**config.mk**
```make
export PLATFORM = sky130hd
export DESIGN_NAME = fetch_unit
export DESIGN_NICKNAME = d
export VERILOG_FILES = /design/src/rtl/fetch_unit.sv
export SDC_FILE = /design/constraint.sdc
export NUM_CORES = 1
export LEC_CHECK = 0
export ABC_AREA = 1
export CORE_UTILIZATION = 35
export CTS_BUF_LIST = sky130_fd_sc_hd__clkbuf_16
export DETAILED_ROUTE_END_ITERATION = 10
export HOLD_SLACK_MARGIN = 0.05
export MAX_ROUTING_LAYER = met4
export PLACE_DENSITY = 0.78
export SLEW_MARGIN = 25
export SYNTH_ARGS = -nofsm -noshare
export SYNTH_HDL_FRONTEND = slang
export SYNTH_SLANG_ARGS = --single-unit
```
**constraint.sdc**
```tcl
create_clock -name clock -period 2.15 [get_ports clock]
set_input_delay 0.5375 -clock clock [delete_from_list [all_inputs] [get_ports clock]]
set_output_delay 0.5375 -clock clock [all_outputs]
set_load 0.01 [all_outputs]
```
**src/rtl/fetch_unit.sv**
```systemverilog
// fetch_unit
//   Instruction fetch controller that closes the loop around the PC register.
//   It fetches the word at pcAtual over a level req / single-cycle ack
//   handshake, holds it in a register for the downstream consumer, and
//   computes the next PC every cycle (hold, sequential advance or branch
//   redirect). A HALT opcode raises isHalt for one cycle so the PC register
//   freezes and sets its sticky halted flag.
//
// Ports
//   clock, resetCPU          : rising-edge clock, asynchronous active-high reset
//   pcAtual, halted          : current PC and sticky halt flag from PC register
//   branchTaken/branchTarget : one-cycle redirect request from execute
//   stall                    : downstream cannot consume instr this cycle
//   imem_req/imem_addr       : instruction read request (level) and address
//   imem_ack/imem_rdata      : read completion strobe and returned word
//   instr/instrValid         : registered instruction and its valid flag
//   pcNext                   : next PC to the PC register (combinational)
//   isHalt                   : halt request to the PC register (combinational)
module fetch_unit #(
  parameter logic [5:0]  HALT_OPCODE = 6'b111111,
  parameter logic [31:0] PC_STEP     = 32'd1
) (
  input  logic        clock,
  input  logic        resetCPU,
  input  logic [31:0] pcAtual,
  input  logic        halted,
  input  logic        branchTaken,
  input  logic [31:0] branchTarget,
  input  logic        stall,
  output logic        imem_req,
  output logic [31:0] imem_addr,
  input  logic        imem_ack,
  input  logic [31:0] imem_rdata,
  output logic [31:0] instr,
  output logic        instrValid,
  output logic [31:0] pcNext,
  output logic        isHalt
);

  typedef enum logic [1:0] {
    S_IDLE    = 2'd0,
    S_FETCH   = 2'd1,
    S_DELIVER = 2'd2,
    S_STOP    = 2'd3
  } state_t;

  state_t      state_q, state_d;
  logic [31:0] instr_q, instr_d;

  logic is_halt_op;
  logic deliver_go;
  logic do_advance;
  logic do_halt;
  logic load_instr;

  assign is_halt_op = (instr_q[31:26] == HALT_OPCODE);

  // The held instruction is consumed only when downstream is ready and
  // neither a redirect nor an external halt overrides it this cycle.
  assign deliver_go = (state_q == S_DELIVER) && !stall && !branchTaken && !halted;
  assign do_advance = deliver_go && !is_halt_op;
  assign do_halt    = deliver_go && is_halt_op;

  // An ack that coincides with a redirect belongs to the old PC and is dropped.
  assign load_instr = (state_q == S_FETCH) && imem_ack && !branchTaken && !halted;

  // State register
  always_ff @(posedge clock or posedge resetCPU) begin
    if (resetCPU) begin
      state_q <= S_IDLE;
      instr_q <= 32'd0;
    end else begin
      state_q <= state_d;
      instr_q <= instr_d;
    end
  end

  // Next-state logic
  always_comb begin
    state_d = state_q;
    instr_d = load_instr ? imem_rdata : instr_q;
    unique case (state_q)
      S_IDLE: begin
        state_d = halted ? S_STOP : S_FETCH;
      end
      S_FETCH: begin
        if (halted)           state_d = S_STOP;
        else if (branchTaken) state_d = S_FETCH;
        else if (imem_ack)    state_d = S_DELIVER;
      end
      S_DELIVER: begin
        // A redirect flushes the held word even while stalled or if it is HALT.
        if (halted)           state_d = S_STOP;
        else if (branchTaken) state_d = S_FETCH;
        else if (!stall)      state_d = is_halt_op ? S_STOP : S_FETCH;
      end
      S_STOP: begin
        state_d = S_STOP;
      end
      default: begin
        state_d = S_IDLE;
      end
    endcase
  end

  // Output logic
  always_comb begin
    imem_req   = (state_q == S_FETCH);
    instrValid = (state_q == S_DELIVER);
    isHalt     = do_halt;
    if ((state_q == S_STOP) || halted) begin
      pcNext = pcAtual;
    end else if (branchTaken) begin
      pcNext = branchTarget;
    end else if (do_advance) begin
      pcNext = pcAtual + PC_STEP;
    end else begin
      pcNext = pcAtual;
    end
  end

  assign imem_addr = pcAtual;
  assign instr     = instr_q;

endmodule

```
==> results of run 1 <==
-- registers in the layout, indices dropped and copies added, names as in the netlist --
name / flops
instr: 32
state_q: 2
-- layout make-up --
| class | instances | area [um2] | share of cell area [%] |
|---|---|---|---|
| tap | 129 | 161.4 | 2.373 |
| sequential | 34 | 850.8 | 12.51 |
| clock inverter | 3 | 37.54 | 0.5518 |
| inverter | 42 | 158.9 | 2.336 |
| clock buffer | 5 | 125.1 | 1.839 |
| timing repair buffer | 322 | 2870 | 42.19 |
| multi-input combinational | 414 | 2599 | 38.20 |
-- layer usage --
metal  vias to the layer above  GRT usage, %  wire length [um]
li1                       2250             -                 -
met1                      2159         31.01              5565
met2                       218         48.58              6913
met3                        30         6.033              1168
met4                         0         10.93               414
met5                         -             -                 0
-- kinds of logic after synthesis --
group	share of synthesized area (%)
simple gates	40.31
buf+inv	14.42
fa+ha+maj	0.3677
xor+xnor	2.060
flops	25.01
compound gates	7.246
mux	10.59
-- worst max path at each step --
stage,from,end,cells after the start,slack [ns]
after floorplan,pcAtual[0],pcNext[10],9,-0.03
after global placement,pcAtual[1],pcNext[8],9,-1.10
after detailed placement,pcAtual[1],pcNext[20],13,-1.12
after CTS,branchTaken,pcNext[20],15,-0.33
after global routing,state_q[0],pcNext[12],11,-0.42
final,state_q[0],pcNext[12],11,-0.30
-- timing repair --
item | CTS | global route
endpoints found under the setup margin | 65 | 34
pin swaps | 57 | 58
cloned | 1 | 0
setup buffers | 20 | 8
resized for setup | 355 | 120
hold endpoints to repair | 0 | 0
-- synth_stat cells --
library cell | count | share of area, %
a21oi_1 | 17 | 2.5
a21oi_2 | 2 | 0.51
a22oi_1 | 1 | 0.22
a31oi_1 | 1 | 0.18
and2_1 | 1 | 0.18
buf_1 | 4 | 0.44
buf_2 | 5 | 0.74
buf_4 | 33 | 7.3
buf_6 | 1 | 0.33
clkbuf_1 | 9 | 0.99
dfrtp_1 | 34 | 25
ha_1 | 1 | 0.37
inv_1 | 41 | 4.5
inv_2 | 1 | 0.11
mux2_2 | 32 | 11
nand2_1 | 174 | 19
nand2_2 | 3 | 0.55
nand2_4 | 1 | 0.33
nand3_1 | 36 | 5.3
nand3b_1 | 1 | 0.22
nand4_1 | 11 | 2.0
nor2_1 | 89 | 9.8
nor2_2 | 4 | 0.74
nor2_4 | 3 | 0.99
nor3_1 | 2 | 0.29
nor3_4 | 1 | 0.48
o211ai_1 | 1 | 0.22
o21ai_0 | 20 | 2.9
o21ai_1 | 3 | 0.44
o31ai_1 | 1 | 0.22
or2_2 | 1 | 0.18
xor2_1 | 8 | 2.1
-- report_power, final --
group | switching [mW] | internal (mW) | total (mW)
Combinational | 1.14 | 1.47 | 2.61
Sequential | 0.178 | 0.952 | 1.13
Clock | 0.244 | 0.537 | 0.781
Total | 1.56 | 2.96 | 4.52
-- worst max-delay path, delay by kind of cell (launching register included) --
| kind | cells | cell delay (ns) |
|---|---|---|
| flops | 1 | 0.38 |
| xor+xnor | 1 | 0.15 |
| simple gates | 5 | 0.50 |
| buf+inv | 4 | 0.50 |
| compound gates | 1 | 0.11 |
==> impl_metrics.tcl, run 1 <==
set metrics [dict create \
    final_area_um2 6803 \
    tritoncts "yes" \
    hp-class "in -> async" \
    rr_startpoint "state_q[0]" \
    maxCapViolations 0 \
    post-route-period-util_pct 114.2 \
    final-hold-violation-count 0 \
    wire_per_inst_um 14.82 \
    viasPerCell 4.907 \
    clkLatencyLatePin_ns 0.27 \
    insertedDiodeCount 0 \
    grt_pass1_vias 4676 \
    drv_slew 0 \
    finalWorstSetupSlack_ns -0.3048 \
    portBuffers 200 \
    netlist-cell-type-count 32 \
    rows 35 \
    final_core_util_pct 72.93 \
    worstReg2RegEnd "instr[4]" \
    grt_max_degree 34 \
    skew_ns 0.004344 \
    final_common_cell "clkdlybuf4s50_1" \
    dp.cells 914 \
    htree_levels 2 \
    timing.slew.headroom_pct 74.14 \
    fp.dieW_um 100.6 \
    drive_gt1_share_pct 43.05 \
    mostFrequentLayoutCells "clkdlybuf4s50_1, nand2_1, buf_4" \
    antenna_found_initial 0 \
    place_area_um2 6022 \
    drtPass1Iterations 6 \
    vias 4657 \
    hpwl_um 10610 \
    grt_overflow_total 0 \
    routed_wirelength_um 14060 \
    peakVddDrop_uv 910.9 \
    dieArea_um2 10120 \
    worstPathRequired_ns 1.61 \
    start_util_pct 36.47 \
    cts_sinks 34 \
    crit_chain "inv_2 > nand2_4 > nor2_4 > nand2_4 > buf_12 > nor2_4 > buf_4 > xor2_1 > nor2_1 > o21ai_2 > buf_2" \
    cts-root-buf "clkbuf_16" \
    synth_warnings 0 \
    hold_buffers 0 \
    syn_area_per_cell_um2 6.277 \
    r2r_cells 7 \
    path_class "reg -> out" \
    initialDrtViolationCount 144 \
    finalSetupViolations 32 \
    io_pins 201 \
    synthCells 542 \
    track_usage_pct 27.85 \
    syn_nets 645 \
    synth-seq-cells 34 \
    violations "setup timing" \
    drc 0 \
    clkSlewWorstSetupHoldPaths_ns 0.05 \
    fillCellCount 761 \
    crit_fanout 6 \
    grt_setup_unrepaired "yes" \
    fin_setup_tns_ns -5.647 \
    yosysSeqAreaShare_pct 25.01 \
    numCtsBuffers 5 \
    drtAntennaViolNets 0 \
    core_um2 9328 \
    clock_path_buffers 2 \
    powerDensity_nw_per_um2 664.6 \
    hold_slack_ns 0.4383 \
    stdcell_count 949 \
    slowest_stage "dfrtp_1" \
    die_y_um 100.6 \
    cpPeakStageDelay_ns 0.38 \
    reg2reg_slack_ns 0.57 \
    min_period_ns 2.455 \
    synth_area_um2 3402 \
    place_congestion 0.9241 \
    fmax_ghz 0.4074 \
    worstPathArrival_ns 1.92 \
    cp-start-kind "register" \
    power_leakage_nw 3.267 \
    total_power_mw 4.521 \
    area_growth_pct 99.96 \
    nNetsFinal 922 \
    dpl_worst_slack_ns -1.122 \
    tightest_slew_ns 0.3879 \
    outcome "finished, violations left" \
    setup.worst_path.end_class "output port" \
    grt_pass1_wl_um 21670 \
]
(Power assumes the default switching activity.)
==> run 2, diff against run 1 <==
--- a/config.mk
+++ b/config.mk
@@ -6,12 +6,14 @@
 export NUM_CORES = 1
 export LEC_CHECK = 0
 export ABC_AREA = 1
-export CORE_UTILIZATION = 35
+export CELL_PAD_IN_SITES_DETAIL_PLACEMENT = 1
+export CELL_PAD_IN_SITES_GLOBAL_PLACEMENT = 1
+export CORE_UTILIZATION = 22
 export CTS_BUF_LIST = sky130_fd_sc_hd__clkbuf_16
 export DETAILED_ROUTE_END_ITERATION = 10
 export HOLD_SLACK_MARGIN = 0.05
 export MAX_ROUTING_LAYER = met4
-export PLACE_DENSITY = 0.78
+export PLACE_DENSITY_LB_ADDON = 0.1
 export SLEW_MARGIN = 25
 export SYNTH_ARGS = -nofsm -noshare
 export SYNTH_HDL_FRONTEND = slang
==> run 2 against run 1 <==
Clock skew is 0.0012 ns lower. Register-to-register slack better by 0.06 ns. Sequential cell count stayed put. Wire length is 5.8% higher. Hold slack better by 0.063 ns. Clock power is 11% lower. The flow finishes with violations (DRC, setup timing). Sequential share of layout area is 0.19 points higher. Critical endpoint is now pcNext[20]. Non-clock buffer count is 1 higher. Count of clock-buffer cells in the layout stayed put. Critical path type is now in -> out.
==> impl_metrics.tcl, run 2 (synthesis results as in run 1) <==
set metrics [dict create \
    routed_wirelength_um 14880 \
    cpPeakStageDelay_ns 0.19 \
    path_delay_family "buffers and inverters" \
    clkSlewWorstSetupHoldPaths_ns 0.06 \
    slowest_stage "clkdlybuf4s15_2" \
    violations "DRC, setup timing" \
    drc 2 \
    largest_reg_flops 32 \
    use_met3_pct 4.260 \
    timing.slew.headroom_pct 70.18 \
    track_usage_pct 19.33 \
    power_leakage_nw 3.137 \
    drtPass1Iterations 7 \
    insertedDiodeCount 0 \
    start_util_pct 22.46 \
    fillCellCount 1874 \
    cp_num_buf_inv 6 \
    hold_buffers 0 \
    setup.worst_path.end_class "output port" \
    hp-class "reg -> reg" \
    hpwl_um 12020 \
    die_y_um 126.4 \
    dpl_worst_slack_ns -1.201 \
    powerDensity_nw_per_um2 648.0 \
    area_growth_pct 97.02 \
    wire_per_inst_um 14.75 \
    cpMostUsedCell "nand2_1" \
    drtAntennaViolNets 0 \
    skew_ns 0.003121 \
    post-route-period-util_pct 115.0 \
    grt_pass1_vias 4888 \
    initialDrtViolationCount 145 \
    mostFrequentLayoutCells "nand2_1, clkdlybuf4s50_1, buf_4" \
    nNetsFinal 923 \
    tightest_slew_ns 0.4468 \
    cp-start-kind "input pin" \
    drive_gt1_share_pct 40.44 \
    clkLatencyLatePin_ns 0.28 \
    top_usage_layer "met2" \
    viasPerCell 4.424 \
    fmax_ghz 0.4044 \
    drv_slew 0 \
    antenna_found_initial 0 \
    fp.dieW_um 126.4 \
    min_period_ns 2.473 \
    peakVddDrop_uv 722.8 \
    final-hold-violation-count 0 \
    dieArea_um2 15970 \
    cts_sinks 34 \
    grt_util_met1_pct 21.74 \
    vias 4464 \
    place_congestion 0.8310 \
    portBuffers 200 \
    clock_path_buffers 2 \
    globalRouteMet2Util_pct 34.87 \
    grt_pass1_wl_um 24130 \
    maxCapViolations 0 \
    final_common_cell "nand2_1" \
    numCtsBuffers 5 \
    tritoncts "yes" \
    io_pins 201 \
    grt_setup_unrepaired "yes" \
    path_class "in -> out" \
    finalWorstSetupSlack_ns -0.3226 \
    rows 45 \
    worstPathRequired_ns 1.61 \
    crit_fanout 5 \
    outcome "finished, violations left" \
    grt_overflow_total 0 \
    finalSetupViolations 32 \
    htree_levels 2 \
    cts-root-buf "clkbuf_16" \
    crit_chain "clkdlybuf4s15_2 > inv_2 > nand2_2 > nor2_4 > nand2_4 > buf_12 > nor2_4 > buf_6 > buf_6 > nand4_1 > nand2_1 > nand2_1 > nand2_1 > nand2_1 > buf_2" \
    worstPathArrival_ns 1.94 \
    grt_max_degree 34 \
    core_um2 15150 \
    hold_slack_ns 0.5015 \
    total_power_mw 4.343 \
]
==> run 2: changes by cell type in the layout (fill, tap and decap cells not counted), moves of 3 or more <==
cell / before / now
buf_2: 33 / 42
nor2_4: 25 / 19
nand2_1: 125 / 141
nor2_1: 55 / 60
nand2_2: 37 / 32
inv_1: 36 / 33
buf_6: 34 / 24
dlygate4sd2_1: 4 / 11
a21oi_2: 5 / 8
nand2_4: 16 / 5
==> run 2: cell type report <==
type	count	area, um2	share of cell area, %
Tap cell	188	235.2	3.509
Inverter	42	167.7	2.501
Clock inverter	3	16.27	0.2427
Clock buffer	5	125.1	1.867
Timing Repair Buffer	323	2851	42.54
Multi-Input combinational cell	414	2456	36.64
Sequential cell	34	850.8	12.69
==> run 2: layer usage <==
metal | wire (um) | part of all wire [%] | vias to the layer above
met2 | 7550 | 51 | 135
met1 | 6190 | 42 | 2065
met4 | 167 | 1.1 | 0
met3 | 972 | 6.5 | 13
li1 | - | - | 2251
met5 | 0 | 0 | -
==> run 2: stage by stage <==
stage          utilization (%)  instances  cell area, um2   TNS, ns
3_5_place_dp             40.55        979            6141    -40.17
4_1_cts                  43.23       1002            6548    -9.404
2_1_floorplan                -        542            3416  -0.02730
5_1_grt                  44.25       1009            6703    -11.63
3_3_place_gp             40.55        979            6141    -38.99
6_report                 44.25       1009            6703    -7.982
==> run 2: what timing repair did <==
action	CTS	global route
cloned	2	0
setup buffers	13	8
gates resized for setup	314	100
endpoints found under the setup margin	67	33
pin swaps	31	47
==> run 2: worst paths after layout <==
check	slack, ns	from	endpoint	depth (start not counted)
min	0.50	instr[12]	instr[12]	1
min reg2reg	0.50	instr[12]	instr[12]	1
max in group asynchronous	1.08	resetCPU	instr[18]	3
max reg2reg	0.63	state_q[1]	instr[18]	5
max	-0.32	stall	pcNext[20]	15
min in group asynchronous	0.58	resetCPU	instr[9]	2
==> run 2: where the power goes <==
group	internal, mW	leakage (nW)	switching (mW)
sequential	0.952	0.407	0.173
combinational	1.42	2.66	1.10
clock	0.422	0.0672	0.270
total	2.80	3.14	1.55
==> run 3, diff against run 2 <==
--- a/config.mk
+++ b/config.mk
@@ -8,6 +8,7 @@
 export ABC_AREA = 1
 export CELL_PAD_IN_SITES_DETAIL_PLACEMENT = 1
 export CELL_PAD_IN_SITES_GLOBAL_PLACEMENT = 1
+export CORE_MARGIN = 10
 export CORE_UTILIZATION = 22
 export CTS_BUF_LIST = sky130_fd_sc_hd__clkbuf_16
 export DETAILED_ROUTE_END_ITERATION = 10
==> run 3 against run 2 <==
Worst setup slack better by 0.0078 ns. Die area is 31% higher. Clock skew is 0.00090 ns higher. The flow finishes with violations (setup timing). Highest routed layer unchanged. Final cell count is 1.1% higher. Total power is 2.2% higher. Count of clock-buffer cells in the layout stayed put.
==> impl_metrics.tcl, run 3 (synthesis results as in run 1) <==
set metrics [dict create \
    cpPeakStageDelay_ns 0.16 \
    grt_max_degree 34 \
    worstPathArrival_ns 1.93 \
    powerDensity_nw_per_um2 646.5 \
    power_leakage_nw 3.226 \
    cp_num_buf_inv 5 \
    crit_fanout 4 \
    vias 4494 \
    worstReg2RegEnd "instr[17]" \
    drv_slew 0 \
    nNetsFinal 931 \
    hold_buffers 0 \
    maxCapViolations 0 \
    post-route-period-util_pct 114.6 \
    numCtsBuffers 5 \
    slowest_stage "nor2_4" \
    wire_per_inst_um 16.22 \
    tritoncts "yes" \
    worstPathRequired_ns 1.61 \
    rr_startpoint "state_q[1]" \
    track_usage_pct 15.83 \
    setup.worst_path.end_class "output port" \
    clock_path_buffers 2 \
    place_congestion 0.8302 \
    dpl_worst_slack_ns -1.215 \
    antenna_found_initial 2 \
    largest_reg_flops 32 \
    r2r_cells 6 \
    cts_sinks 34 \
    viasPerCell 4.406 \
    final_core_util_pct 45.18 \
    die_y_um 144.4 \
    clkLatencyLatePin_ns 0.28 \
    finalWorstSetupSlack_ns -0.3148 \
    clkSlewWorstSetupHoldPaths_ns 0.05 \
    skew_ns 0.004026 \
    htree_levels 2 \
    hp-class "reg -> reg" \
    fp.dieW_um 144.4 \
    min_period_ns 2.465 \
    core_um2 15200 \
    hpwl_um 13360 \
    drtPass1Iterations 4 \
    portBuffers 200 \
    final_common_cell "nand2_1" \
    holdCritStartpoint "instr[9]" \
    grt_setup_unrepaired "yes" \
    start_util_pct 22.38 \
    final-hold-violation-count 0 \
    finalSetupViolations 32 \
    grt_pass1_vias 4969 \
    reg2reg_slack_ns 0.53 \
    fmax_ghz 0.4057 \
    violations "setup timing" \
    tightest_slew_ns 0.2476 \
    mostFrequentLayoutCells "nand2_1, clkdlybuf4s50_1, buf_4" \
    drtAntennaViolNets 0 \
    initialDrtViolationCount 104 \
    total_power_mw 4.440 \
    cp-start-kind "input pin" \
    routed_wirelength_um 16550 \
    grt_pass1_wl_um 25630 \
    hold_depth 1 \
    cts-root-buf "clkbuf_16" \
    cpMostUsedCell "nand2_1" \
    path_delay_family "simple AND/OR/NAND/NOR gates" \
    outcome "finished, violations left" \
    peakVddDrop_uv 656.6 \
    area_growth_pct 101.9 \
    dieArea_um2 20840 \
    stdcell_count 1020 \
    drive_gt1_share_pct 42.82 \
    timing.slew.headroom_pct 83.32 \
    hold_end "instr[9]" \
    crit_chain "buf_4 > ha_4 > inv_1 > nor2_4 > nand3_2 > nor2_4 > buf_6 > buf_6 > nand3_2 > nand2_1 > nand2_1 > nand2_1 > nand2_1 > nand2_1 > buf_2" \
    dp.cells 977 \
    fin_setup_tns_ns -7.607 \
    grt_overflow_total 0 \
    path_class "in -> out" \
    drc 0 \
    io_pins 201 \
    rows 45 \
]
run 3: report_power, final:
part           internal [mW]  switching, mW
combinational           1.49           1.16
clock                  0.418          0.257
sequential             0.952          0.162
total                   2.86           1.58
run 3: how the worst max path moves through the flow:
stage | from | to | slack (ns) | cells past startpoint
floorplan | pcAtual[0] | pcNext[10] | -0.03 | 9
global placement | pcAtual[0] | pcNext[10] | -1.16 | 11
detailed placement | pcAtual[0] | pcNext[10] | -1.21 | 11
CTS | branchTaken | pcNext[24] | -0.39 | 16
global route | pcAtual[1] | pcNext[24] | -0.45 | 15
finish | pcAtual[1] | pcNext[24] | -0.31 | 15
run 3: per-layer routing:
layer	track usage [%]	part of all wire (%)	up-vias	wire (um)
met5	-	0	-	0
met4	3.564	1.1	0	187
li1	-	-	2271	-
met1	16.55	39	2064	6484
met3	7.478	12	14	1983
met2	26.65	48	145	7893
run 3: per-stage QoR:
step	cell area (um2)	hold WS, ns
finish	6868	0.5061
global placement	6113	0.4882
global route	6865	0.5256
floorplan	3416	0.4903
CTS	6616	0.5091
detailed placement	6113	0.4922
run 3: worst register-to-register path: stages (launching register included):
cell and delay [ns]:
dfrtp_1 0.41, buf_4 0.15, buf_4 0.12, nor2_1 0.17, nand3_1 0.14, buf_12 0.20, mux2_2 0.31
run 3: repair_timing:
| item | in CTS | in global routing |
|---|---|---|
| pin swaps | 58 | 40 |
| buffers inserted | 17 | 17 |
| gates resized for setup | 361 | 89 |
| endpoints found under the setup margin | 67 | 34 |
| gates cloned | 2 | 0 |
run 3: final cells by class:
cell class	count	area, um2
clock inverters	3	12.51
multi-input cells	414	2542
well taps	188	235.2
diodes	3	7.507
inverters	42	162.7
fillers	1863	8334
clock buffers	5	125.1
repair buffers	331	2932
flip-flops and latches	34	850.8
